`src/rtl/fpga_mini_project_pkg.sv`:
```
// fpga_mini_project_pkg: VGA timing defaults, overlay geometry and colours for the scope demo.
package fpga_mini_project_pkg;
    localparam int DEF_H_VIS = 640;
    localparam int DEF_H_FP = 16;
    localparam int DEF_H_SYNC = 96;
    localparam int DEF_H_BP = 48;
    localparam int DEF_V_VIS = 480;
    localparam int DEF_V_FP = 10;
    localparam int DEF_V_SYNC = 2;
    localparam int DEF_V_BP = 33;
    localparam int H_TOTAL = DEF_H_VIS + DEF_H_FP + DEF_H_SYNC + DEF_H_BP;
    localparam int V_TOTAL = DEF_V_VIS + DEF_V_FP + DEF_V_SYNC + DEF_V_BP;
    localparam int DEF_CURSOR_X = 320;
    localparam int DEF_CURSOR_Y = 240;
    localparam logic [9:0] SIG1_BASE = 10'd176;
    localparam logic [9:0] SIG2_HIGH = 10'd140;
    localparam logic [9:0] SIG2_LOW = 10'd340;
    localparam logic [7:0] SIG2_HALF = 8'd80;
    localparam logic [7:0] SIG2_LAST = 8'd159;

    typedef struct packed {
        logic [7:0] r;
        logic [7:0] g;
        logic [7:0] b;
    } rgb_t;

    localparam rgb_t COL_BLACK = '{r: 8'h00, g: 8'h00, b: 8'h00};
    localparam rgb_t COL_GRID = '{r: 8'h40, g: 8'h40, b: 8'h40};
    localparam rgb_t COL_SIG1 = '{r: 8'hFF, g: 8'hFF, b: 8'h00};
    localparam rgb_t COL_SIG2 = '{r: 8'h00, g: 8'hFF, b: 8'hFF};
    localparam rgb_t COL_CURX = '{r: 8'hFF, g: 8'h00, b: 8'h00};
    localparam rgb_t COL_CURY = '{r: 8'h00, g: 8'hFF, b: 8'h00};

    // Triangle of period 128 folded from the 7-bit phase: rising 0..63, then falling 63..0.
    function automatic logic [9:0] sig1_row(input logic [6:0] t);
        logic [5:0] ramp;
        ramp = t[6] ? ~t[5:0] : t[5:0];
        return SIG1_BASE + {3'b000, ramp, 1'b0};
    endfunction
endpackage

```
`src/rtl/fpga_mini_project_vga_timing.sv`:
```
// vga_timing: pixel-clock divider, raster counters, active-low syncs and visible flag.
module vga_timing
    import fpga_mini_project_pkg::*;
#(
    parameter int H_VIS = DEF_H_VIS,
    parameter int H_FP = DEF_H_FP,
    parameter int H_SYNC = DEF_H_SYNC,
    parameter int H_BP = DEF_H_BP,
    parameter int V_VIS = DEF_V_VIS,
    parameter int V_FP = DEF_V_FP,
    parameter int V_SYNC = DEF_V_SYNC,
    parameter int V_BP = DEF_V_BP
) (
    input  logic       clock,
    input  logic       reset,
    output logic       vclk,
    output logic       pix_en,
    output logic [9:0] hcount,
    output logic [9:0] vcount,
    output logic       hsync,
    output logic       vsync,
    output logic       visible,
    output logic       frame_end
);
    localparam logic [9:0] H_LAST = 10'(H_VIS + H_FP + H_SYNC + H_BP - 1);
    localparam logic [9:0] V_LAST = 10'(V_VIS + V_FP + V_SYNC + V_BP - 1);
    localparam logic [9:0] HS_ON = 10'(H_VIS + H_FP);
    localparam logic [9:0] HS_OFF = 10'(H_VIS + H_FP + H_SYNC);
    localparam logic [9:0] VS_ON = 10'(V_VIS + V_FP);
    localparam logic [9:0] VS_OFF = 10'(V_VIS + V_FP + V_SYNC);
    localparam logic [9:0] H_END = 10'(H_VIS);
    localparam logic [9:0] V_END = 10'(V_VIS);

    logic h_last, v_last;

    assign pix_en = vclk;
    assign h_last = hcount == H_LAST;
    assign v_last = vcount == V_LAST;
    assign frame_end = pix_en && h_last && v_last;
    assign hsync = !(hcount >= HS_ON && hcount < HS_OFF);
    assign vsync = !(vcount >= VS_ON && vcount < VS_OFF);
    assign visible = hcount < H_END && vcount < V_END;

    always_ff @(posedge clock or posedge reset) begin
        if (reset) begin
            vclk <= 1'b0;
            hcount <= '0;
            vcount <= '0;
        end else begin
            vclk <= ~vclk;
            if (pix_en) begin
                hcount <= h_last ? 10'd0 : hcount + 10'd1;
                if (h_last)
                    vcount <= v_last ? 10'd0 : vcount + 10'd1;
            end
        end
    end
endmodule

```
`src/rtl/fpga_mini_project.sv`:
```
// fpga_mini_project: oscilloscope-style VGA screen with graticule, cursors and two synthetic traces.
module fpga_mini_project
    import fpga_mini_project_pkg::*;
#(
    parameter int H_VIS = DEF_H_VIS,
    parameter int H_FP = DEF_H_FP,
    parameter int H_SYNC = DEF_H_SYNC,
    parameter int H_BP = DEF_H_BP,
    parameter int V_VIS = DEF_V_VIS,
    parameter int V_FP = DEF_V_FP,
    parameter int V_SYNC = DEF_V_SYNC,
    parameter int V_BP = DEF_V_BP,
    parameter int CURSOR_X = DEF_CURSOR_X,
    parameter int CURSOR_Y = DEF_CURSOR_Y
) (
    input  logic       clock,
    input  logic       reset,
    input  logic       switch0,
    input  logic       switch1,
    input  logic       switch2,
    input  logic       switch3,
    output logic       vga_hsync,
    output logic       vga_vsync,
    output logic [7:0] R,
    output logic [7:0] G,
    output logic [7:0] B,
    output logic       VClock
);
    localparam logic [9:0] X_LAST = 10'(H_VIS - 1);
    localparam logic [9:0] Y_LAST = 10'(V_VIS - 1);
    localparam logic [9:0] H_LAST = 10'(H_VIS + H_FP + H_SYNC + H_BP - 1);
    localparam logic [9:0] CUR_X = 10'(CURSOR_X);
    localparam logic [9:0] CUR_Y = 10'(CURSOR_Y);

    logic pix_en, hs, vs, visible, frame_end;
    logic [9:0] hcount, vcount, sig1_y;
    logic [3:0] sw_meta, sw;
    logic [6:0] frame;
    logic [7:0] phase;
    logic hit1, hit2, grid;
    rgb_t pix;

    vga_timing #(
        .H_VIS(H_VIS), .H_FP(H_FP), .H_SYNC(H_SYNC), .H_BP(H_BP),
        .V_VIS(V_VIS), .V_FP(V_FP), .V_SYNC(V_SYNC), .V_BP(V_BP)
    ) timing (
        .clock(clock),
        .reset(reset),
        .vclk(VClock),
        .pix_en(pix_en),
        .hcount(hcount),
        .vcount(vcount),
        .hsync(hs),
        .vsync(vs),
        .visible(visible),
        .frame_end(frame_end)
    );

    // The square-wave phase counts x mod 160 alongside hcount instead of dividing.
    always_comb begin
        sig1_y = sig1_row(hcount[6:0] + frame);
        hit1 = sw[2] && (vcount == sig1_y || vcount == sig1_y + 10'd1);
        hit2 = sw[3] && (vcount == (phase < SIG2_HALF ? SIG2_HIGH : SIG2_LOW) ||
               ((phase == 8'd0 || phase == SIG2_HALF) && vcount >= SIG2_HIGH && vcount <= SIG2_LOW));
        grid = hcount[5:0] == 6'd0 || vcount % 10'd48 == 10'd0 || hcount == X_LAST || vcount == Y_LAST;
        pix = !visible ? COL_BLACK :
              hit1 ? COL_SIG1 :
              hit2 ? COL_SIG2 :
              (sw[0] && hcount == CUR_X) ? COL_CURX :
              (sw[1] && vcount == CUR_Y) ? COL_CURY :
              grid ? COL_GRID : COL_BLACK;
    end

    always_ff @(posedge clock or posedge reset) begin
        if (reset) begin
            sw_meta <= '0;
            sw <= '0;
            frame <= '0;
            phase <= '0;
            vga_hsync <= 1'b1;
            vga_vsync <= 1'b1;
            {R, G, B} <= '0;
        end else begin
            sw_meta <= {switch3, switch2, switch1, switch0};
            sw <= sw_meta;
            if (pix_en) begin
                frame <= frame_end ? frame + 7'd1 : frame;
                phase <= (hcount == H_LAST || phase == SIG2_LAST) ? 8'd0 : phase + 8'd1;
                vga_hsync <= hs;
                vga_vsync <= vs;
                {R, G, B} <= pix;
            end
        end
    end
endmodule

```
`config.mk`:
```
export PLATFORM = sky130hd
export DESIGN_NAME = fpga_mini_project
export DESIGN_NICKNAME = d
export VERILOG_FILES = /design/src/rtl/fpga_mini_project_pkg.sv /design/src/rtl/fpga_mini_project_vga_timing.sv /design/src/rtl/fpga_mini_project.sv
export SDC_FILE = /design/constraint.sdc
export NUM_CORES = 1
export LEC_CHECK = 0
export ABC_AREA = 1
export BUFFER_PORTS_ARGS = -buffer_cell sky130_fd_sc_hd__buf_2
export CAP_MARGIN = 15
export CORE_UTILIZATION = 50
export CTS_CLUSTER_SIZE = 24
export DETAILED_ROUTE_END_ITERATION = 12
export HOLD_SLACK_MARGIN = 0.15
export PLACE_DENSITY = 0.71
export SYNTH_ARGS = -nofsm -noshare
export SYNTH_HDL_FRONTEND = slang
export SYNTH_SLANG_ARGS = --single-unit
```
`constraint.sdc`:
```
create_clock -name clock -period 8.35 [get_ports clock]
set_clock_uncertainty 0.05 [all_clocks]
set_input_delay 1.67 -clock clock [delete_from_list [all_inputs] [get_ports clock]]
set_output_delay 1.67 -clock clock [all_outputs]
set_load 0.005 [all_outputs]
```
==> Word level (Yosys, flattened, before mapping) <==
Cells that the tools add are included.
{ "totals": {"input_bits": 6, "reg_bits": 70, "output_inout_bits": 27, "elab_cells": 78} }
{ "op_classes": {"muxes": 11, "n_lt_le_gt_ge": 9, "div_mod_pow": 1, "addsub": 7, "n_reduce_logical": 25, "eq_ne": 11, "bitwise_logic": 2} }
{ "op_table": {"columns": ["operator", "n"], "rows": [
  ["$mux 24", 4],
  ["$mux 23", 2],
  ["$eq 10x10->1 const B", 3],
  ["$add 10x1->10 const B", 2],
  ["$eq 10x9->1", 2],
  ["$eq 10x9->1 const B", 2],
  ["$lt 10x10->1 const B", 2],
  ["$lt 10x9->1 const B", 2],
  ["$mux 10", 2],
  ["$logic_and 1x1->1", 11],
  ["$add 9x1->10 const B", 1],
  ["$eq 10x10->1", 1],
  ["$eq 10x8->1 const B", 1],
  ["$ge 10x10->1 const B", 1],
  ["$ge 10x8->1 const B", 1],
  ["$ge 10x9->1 const B", 1],
  ["$le 10x9->1 const B", 1],
  ["$logic_not 10->1", 1],
  ["$mod 10x6->10 const B", 1],
  ["$add 8x7->9 const A", 1],
  ["$mux 9", 1],
  ["$add 8x1->8 const B", 1],
  ["$eq 8x7->1 const B", 1],
  ["$eq 8x8->1 const B", 1],
  ["other kinds (12)", 20]
]} }

==> Longest topological paths before layout <==
{ "depth": {"ltp_word": 11, "depth_mapped": 25, "depth_no_buf": 25} }

==> Modules after synthesis <==
From an unflattened synthesis, not the netlist that was laid out.
{ "hier_totals": {"hier_cells": 524, "hier_area_um2": 3777.4} }
{ "modules_own_cells": {"columns": ["module", "area_each_um2", "seq_area_each_um2", "cells_per_inst", "instances"], "rows": [
  ["fpga_mini_project", 2472.4, 778.2, 348, 1],
  ["vga_timing", 1305.0, 525.5, 176, 1]
]} }

==> Least setup slack after synthesis <==
Ideal clock, no wire load.
{ "synth_timing": {"kind": "reg-to-reg", "startpoint": "reg frame[0]", "endpoint": "reg B[6]", "period_less_slack_ns": 2.969, "arrival_time_ns": 2.796, "setup_ns": 0.123, "required_ns": 8.177, "path_slack_ns": 5.381, "n_path_buf": 0, "stages_incl_launch_ff": 24, "cell_sequence": "dfrtp_1 > ha_1 > inv_1 > fa_1 > inv_1 > nand2_2 > nand3_2 > nand2_4 > nand2_4 > nand2_2 > nand2_2 > ha_1 > inv_1 > ha_1 > nand2_1 > o21ai_1 > nor3_1 > nand2_1 > nor2_1 > nand2_1 > nor2_2 > nand2_2 > o21ai_0 > nand2_1"} }
{ "synth_between": {"elab_chain_len": 10, "word_cells_on_any_way": 11, "classes_between": "add/sub: 3; eq/ne: 2; mux: 3; bitwise: 1; reduce/logical: 2"} }
{ "synth_rtl": {"columns": ["element", "line_no", "source"], "rows": [
  ["from (decl)", "fpga_mini_project.sv:38", "logic [6:0] frame;"],
  ["from (signal assigned)", "fpga_mini_project.sv:87", "frame <= frame_end ? frame + 7'd1 : frame;"],
  ["$add 7x7->7 (*)", "fpga_mini_project.sv:61", "sig1_y = sig1_row(hcount[6:0] + frame);"],
  ["$not 6->6", "fpga_mini_project_pkg.sv:37", "ramp = t[6] ? ~t[5:0] : t[5:0];"],
  ["$mux 6 (*)", "fpga_mini_project_pkg.sv:37", null],
  ["$add 8x7->9 (*)", "fpga_mini_project_pkg.sv:38", "return SIG1_BASE + {3'b000, ramp, 1'b0};"],
  ["$add 9x1->10", "fpga_mini_project.sv:62", "hit1 = sw[2] && (vcount == sig1_y || vcount == sig1_y + 10'd1);"],
  ["$eq 10x10->1", "fpga_mini_project.sv:62", null],
  ["$logic_or 1x1->1 (*)", "fpga_mini_project.sv:62", null],
  ["$logic_and 1x1->1 (*)", "fpga_mini_project.sv:62", null],
  ["$mux 24 (*)", "fpga_mini_project.sv:67", "hit1 ? COL_SIG1 :"],
  ["$mux 24 (*)", "fpga_mini_project.sv:66", "pix = !visible ? COL_BLACK :"],
  ["to (signal assigned)", "fpga_mini_project.sv:91", "{R, G, B} <= pix;"],
  ["to (decl)", "fpga_mini_project.sv:26", "output logic [7:0] B,"]
]} }
Every way passes the cells marked *; elsewhere a longest branch is shown, timed or not.
A chain may end at the register's enable or synchronous reset.

==> Final worst setup path <==
{ "layout_timing": {"startpoint": "reg timing.hcount[0]", "endpoint": "reg B[6]"} }
{ "layout_between": {"elab_chain_len": 10, "word_cells_on_any_way": 24, "classes_between": "add/sub: 3; order compare: 1; eq/ne: 4; mux: 7; bitwise: 1; reduce/logical: 8"} }
{ "layout_rtl": {"columns": ["element", "line_no", "source"], "rows": [
  ["from (decl)", "fpga_mini_project_vga_timing.sv:18", "output logic [9:0] hcount,"],
  ["from (signal assigned)", "fpga_mini_project_vga_timing.sv:52", "hcount <= h_last ? 10'd0 : hcount + 10'd1;"],
  ["$add 7x7->7 / $logic_not 6->1 (equally long branches)", "fpga_mini_project.sv:61, fpga_mini_project.sv:65", null],
  ["$not 6->6 / $logic_or 1x1->1 (equally long branches)", "fpga_mini_project_pkg.sv:37, fpga_mini_project.sv:65", null],
  ["$mux 6 / $logic_or 1x1->1 (equally long branches)", "fpga_mini_project_pkg.sv:37, fpga_mini_project.sv:65", null],
  ["$add 8x7->9 / $logic_or 1x1->1 (equally long branches)", "fpga_mini_project_pkg.sv:38, fpga_mini_project.sv:65", null],
  ["$add 9x1->10 / $mux 23 (equally long branches)", "fpga_mini_project.sv:62, fpga_mini_project.sv:71", null],
  ["$eq 10x10->1 / $mux 23 (equally long branches)", "fpga_mini_project.sv:62, fpga_mini_project.sv:70", null],
  ["$logic_or 1x1->1 / $mux 24 (equally long branches)", "fpga_mini_project.sv:62, fpga_mini_project.sv:69", null],
  ["$logic_and 1x1->1 / $mux 24 (equally long branches)", "fpga_mini_project.sv:62, fpga_mini_project.sv:68", null],
  ["$mux 24", "fpga_mini_project.sv:67", null],
  ["$mux 24 (*)", "fpga_mini_project.sv:66", null]
]} }
Marked as above.

==> impl_metrics.toml <==
[final_layout]
drive_gt1_frac = 0.1663
n_antenna_cell = 0
area_growth_pct = 7.362
final_nets = 514

[synth]
synth_ff_type = "dfrtp_1"
seq_area_frac_synth = 0.3636
synth_top_area_cell = "dfrtp_1"
synthArstFlopShare = 1.000
ys_warn_count = 0
synth_cell_types = 42
synth.most_common_cell = "nand2_1"
synth_edf_count = 0
synth_area_per_cell_um2 = 7.533
synth_top_cell_area_share = 0.3489
syn_inst = 476
synth_area_leaders = "dfrtp_1, nand2_1, inv_1, nand3_1, ha_1"
synth_common_cells = "nand2_1, inv_1, dfrtp_1"
syn-num-nets = 498
netlist_area_mm2 = 0.003586
yosys_register_bits = 52

[clocking]
cts_tree = "built"
cts_buffer_depth = 2
clk_pin_slew_ns = 0.09
clk_latency_ns = 0.31
cts_inserted_buffers = 5
tritoncts_num_sinks = 52
cts-resized-gates = 0
post-cts-setup-buffer-count = 0
cts_root_buf = "clkbuf_8"
ctsHoldBuffers = 0
htree_num_levels = 2

[place]
io_buffers = 32
dp_hpwl_um = 5819
routabilityCongestion = 0.8994
place_ws_ns = 5.102

[drt]
wl_per_cell_um = 12.87
route.detailed.drc = 0
drtAntennaViolNets = 0
via_per_inst = 5.241
vias = 3087
drt_iter0_markers = 244
drt-total-wl_um = 7578
first_pass_iters = 6

[timing]
slew_violations = 0
setup_tns_ns = 0
rsz0062_at_grt = "no"
tightest_slew_ns = 0.4923
finalCritPeriodShare = 0.3902
maxSlewHeadroom = 0.6718
setup_viol = 0
fmax_mhz = 306.9
fin_crit_ns = 3.258
worst_slack_ns = 5.092
hold_viol_final = 0

[setup_path]
end_kind = "flop"
path_cells = "ha_1 > inv_1 > fa_1 > inv_1 > nand2_2 > nand3_2 > nand2_4 > nand2_4 > nand2_2 > nand2_2 > ha_1 > inv_1 > ha_1 > nand2_1 > o21ai_1 > nor3_1 > nand2_1 > nor2_1 > nand2_1 > nor2_2 > nand2_2 > o21ai_0 > nand2_1"
critPathRequiredTime_ns = 8.50
r2r_end = "B[6]$_DFFE_PP0P_"
regToRegStartpoint = "timing.hcount[0]$_DFFE_PP0P_"
cp_slowest_stage_delay_ns = 0.42
crit_fanout = 6
crit_type = "reg -> reg"
critical_path_arrival_ns = 3.41
cpMaxStageDelayCell = "dfrtp_1"
crit_start = "timing.hcount[0]$_DFFE_PP0P_"
reg2reg_setup_slack_ns = 5.09
crit_path_start_kind = "flop"
reg2regPathDepth = 23

[hold_path]
hp-start = "sw_meta[1]$_DFF_PP0_"
min_to = "sw[1]$_DFF_PP0_"
worstHoldPathType = "reg -> reg"
holdPathStages = 0

[outcome]
status = "completed"

[grt]
grt_pass1_vias = 2944
grt.overflow.total = 0
grt_usage = 0.2278
grt_start_max_net_pins = 53
antenna_found_initial = 0
grt_pass1_wl_um = 13390

[power]
peakVddDrop_mv = 0.06118
p_leak_uw = 0.002053
power.density_mw_per_mm2 = 116.7

[die]
rows = 30
die_x_um = 86.69
die_y_um = 86.69
initial_core_util = 0.5220
pin_count = 33
core_mm2 = 0.006869
die-area_mm2 = 0.007514

[run]
cap_violations = 0
-- how the worst max path moves through the flow --
stage,end,cells after the start
global placement,B[6]$_DFFE_PP0P_,23
global route,B[6]$_DFFE_PP0P_,24
CTS,B[6]$_DFFE_PP0P_,23
finish,B[6]$_DFFE_PP0P_,23
floorplan,B[5]$_DFFE_PP0P_,1
detailed placement,B[6]$_DFFE_PP0P_,23
-- cells by family after synthesis --
kind of cell	after synthesis	share of synthesized area
AND/OR/NAND/NOR	248	0.3440
flip-flops	52	0.3636
buffers and inverters	101	0.1267
AO/OA/AOI/OAI	44	0.07118
XOR/XNOR	15	0.03664
adder cells (fa/ha/maj)	16	0.05792
-- flip-flops by register name, summed over array words and instances (netlist names) --
name and flops:
R 2, phase 8, timing.hcount 10, frame 7
sw_meta 4, vga_vsync 1, timing.vcount 10, vga_hsync 1
sw 4, G 2, timing.pix_en 1, B 2
-- cell type report --
| type | count | area (um^2) |
|---|---|---|
| Fill cell | 641 | 3019 |
| Multi-Input combinational cell | 323 | 1828 |
| Sequential cell | 52 | 1304 |
| Inverter | 77 | 291.5 |
| Timing Repair Buffer | 33 | 180.2 |
| Tap cell | 96 | 120.1 |
| Clock buffer | 7 | 96.34 |
| Clock inverter | 1 | 30.03 |
-- routing by layer --
layer	vias to the layer above	share of wire	wire length, um	global-route usage
met3	14	0.037	284	0.03333
met2	86	0.47	3549	0.3716
li1	1549	-	-	-
met5	-	0	0	0
met4	0	0.020	151	0.08485
met1	1438	0.47	3592	0.3078
-- per-stage QoR --
stage / instances / power, uW / hold slack, ns / utilization / cell area [um^2]
3_5_place_dp: 580 / 265.8 / 0.2856 / 0.5392 / 3704
6_report: 589 / 449.1 / 0.3076 / 0.5605 / 3850
5_1_grt: 589 / 467.4 / 0.3193 / 0.5605 / 3850
3_3_place_gp: 580 / 265.6 / 0.2825 / 0.5392 / 3704
2_1_floorplan: 476 / 262.8 / 0.2812 / - / 3586
4_1_cts: 588 / 454.4 / 0.3083 / 0.5576 / 3830
-- worst max-delay path, delay by kind of cell (launching register included) --
kind	cells	cell delay (ns)
fa+ha+maj	4	1.04
buf+inv	3	0.20
flops	1	0.42
simple gates	14	1.22
compound gates	2	0.21
-- layout by cell type (no fill, tap or decap), types with 2 or more instances in the layout --
master      n
nand3_1    48
nand3b_1    3
xor2_1     12
o22ai_1     2
nor4_1      6
o21ai_0    17
inv_1      71
xnor2_1     3
nand4_2     2
buf_2      32
a21oi_1    15
a22oi_1     2
nand3_2     3
nand2_4     3
inv_2       4
nor3_1     13
nand2_2    14
nor2_2      3
dfstp_2     2
clkbuf_8    7
dfrtp_1    50
nor2_1     34
nor2_8      2
o21ai_1     2
nand4_1     8
ha_1       15
nand2_1   104
-- where the power goes --
part	switching (uW)	internal, uW	leakage (uW)	total (uW)
Clock	81.8	106	0.0000645	188
Sequential	0.802	254	0.000661	254
Combinational	5.30	1.92	0.00133	7.22
Total	87.9	361	0.00205	449
Power figures use the tool's default switching activity.
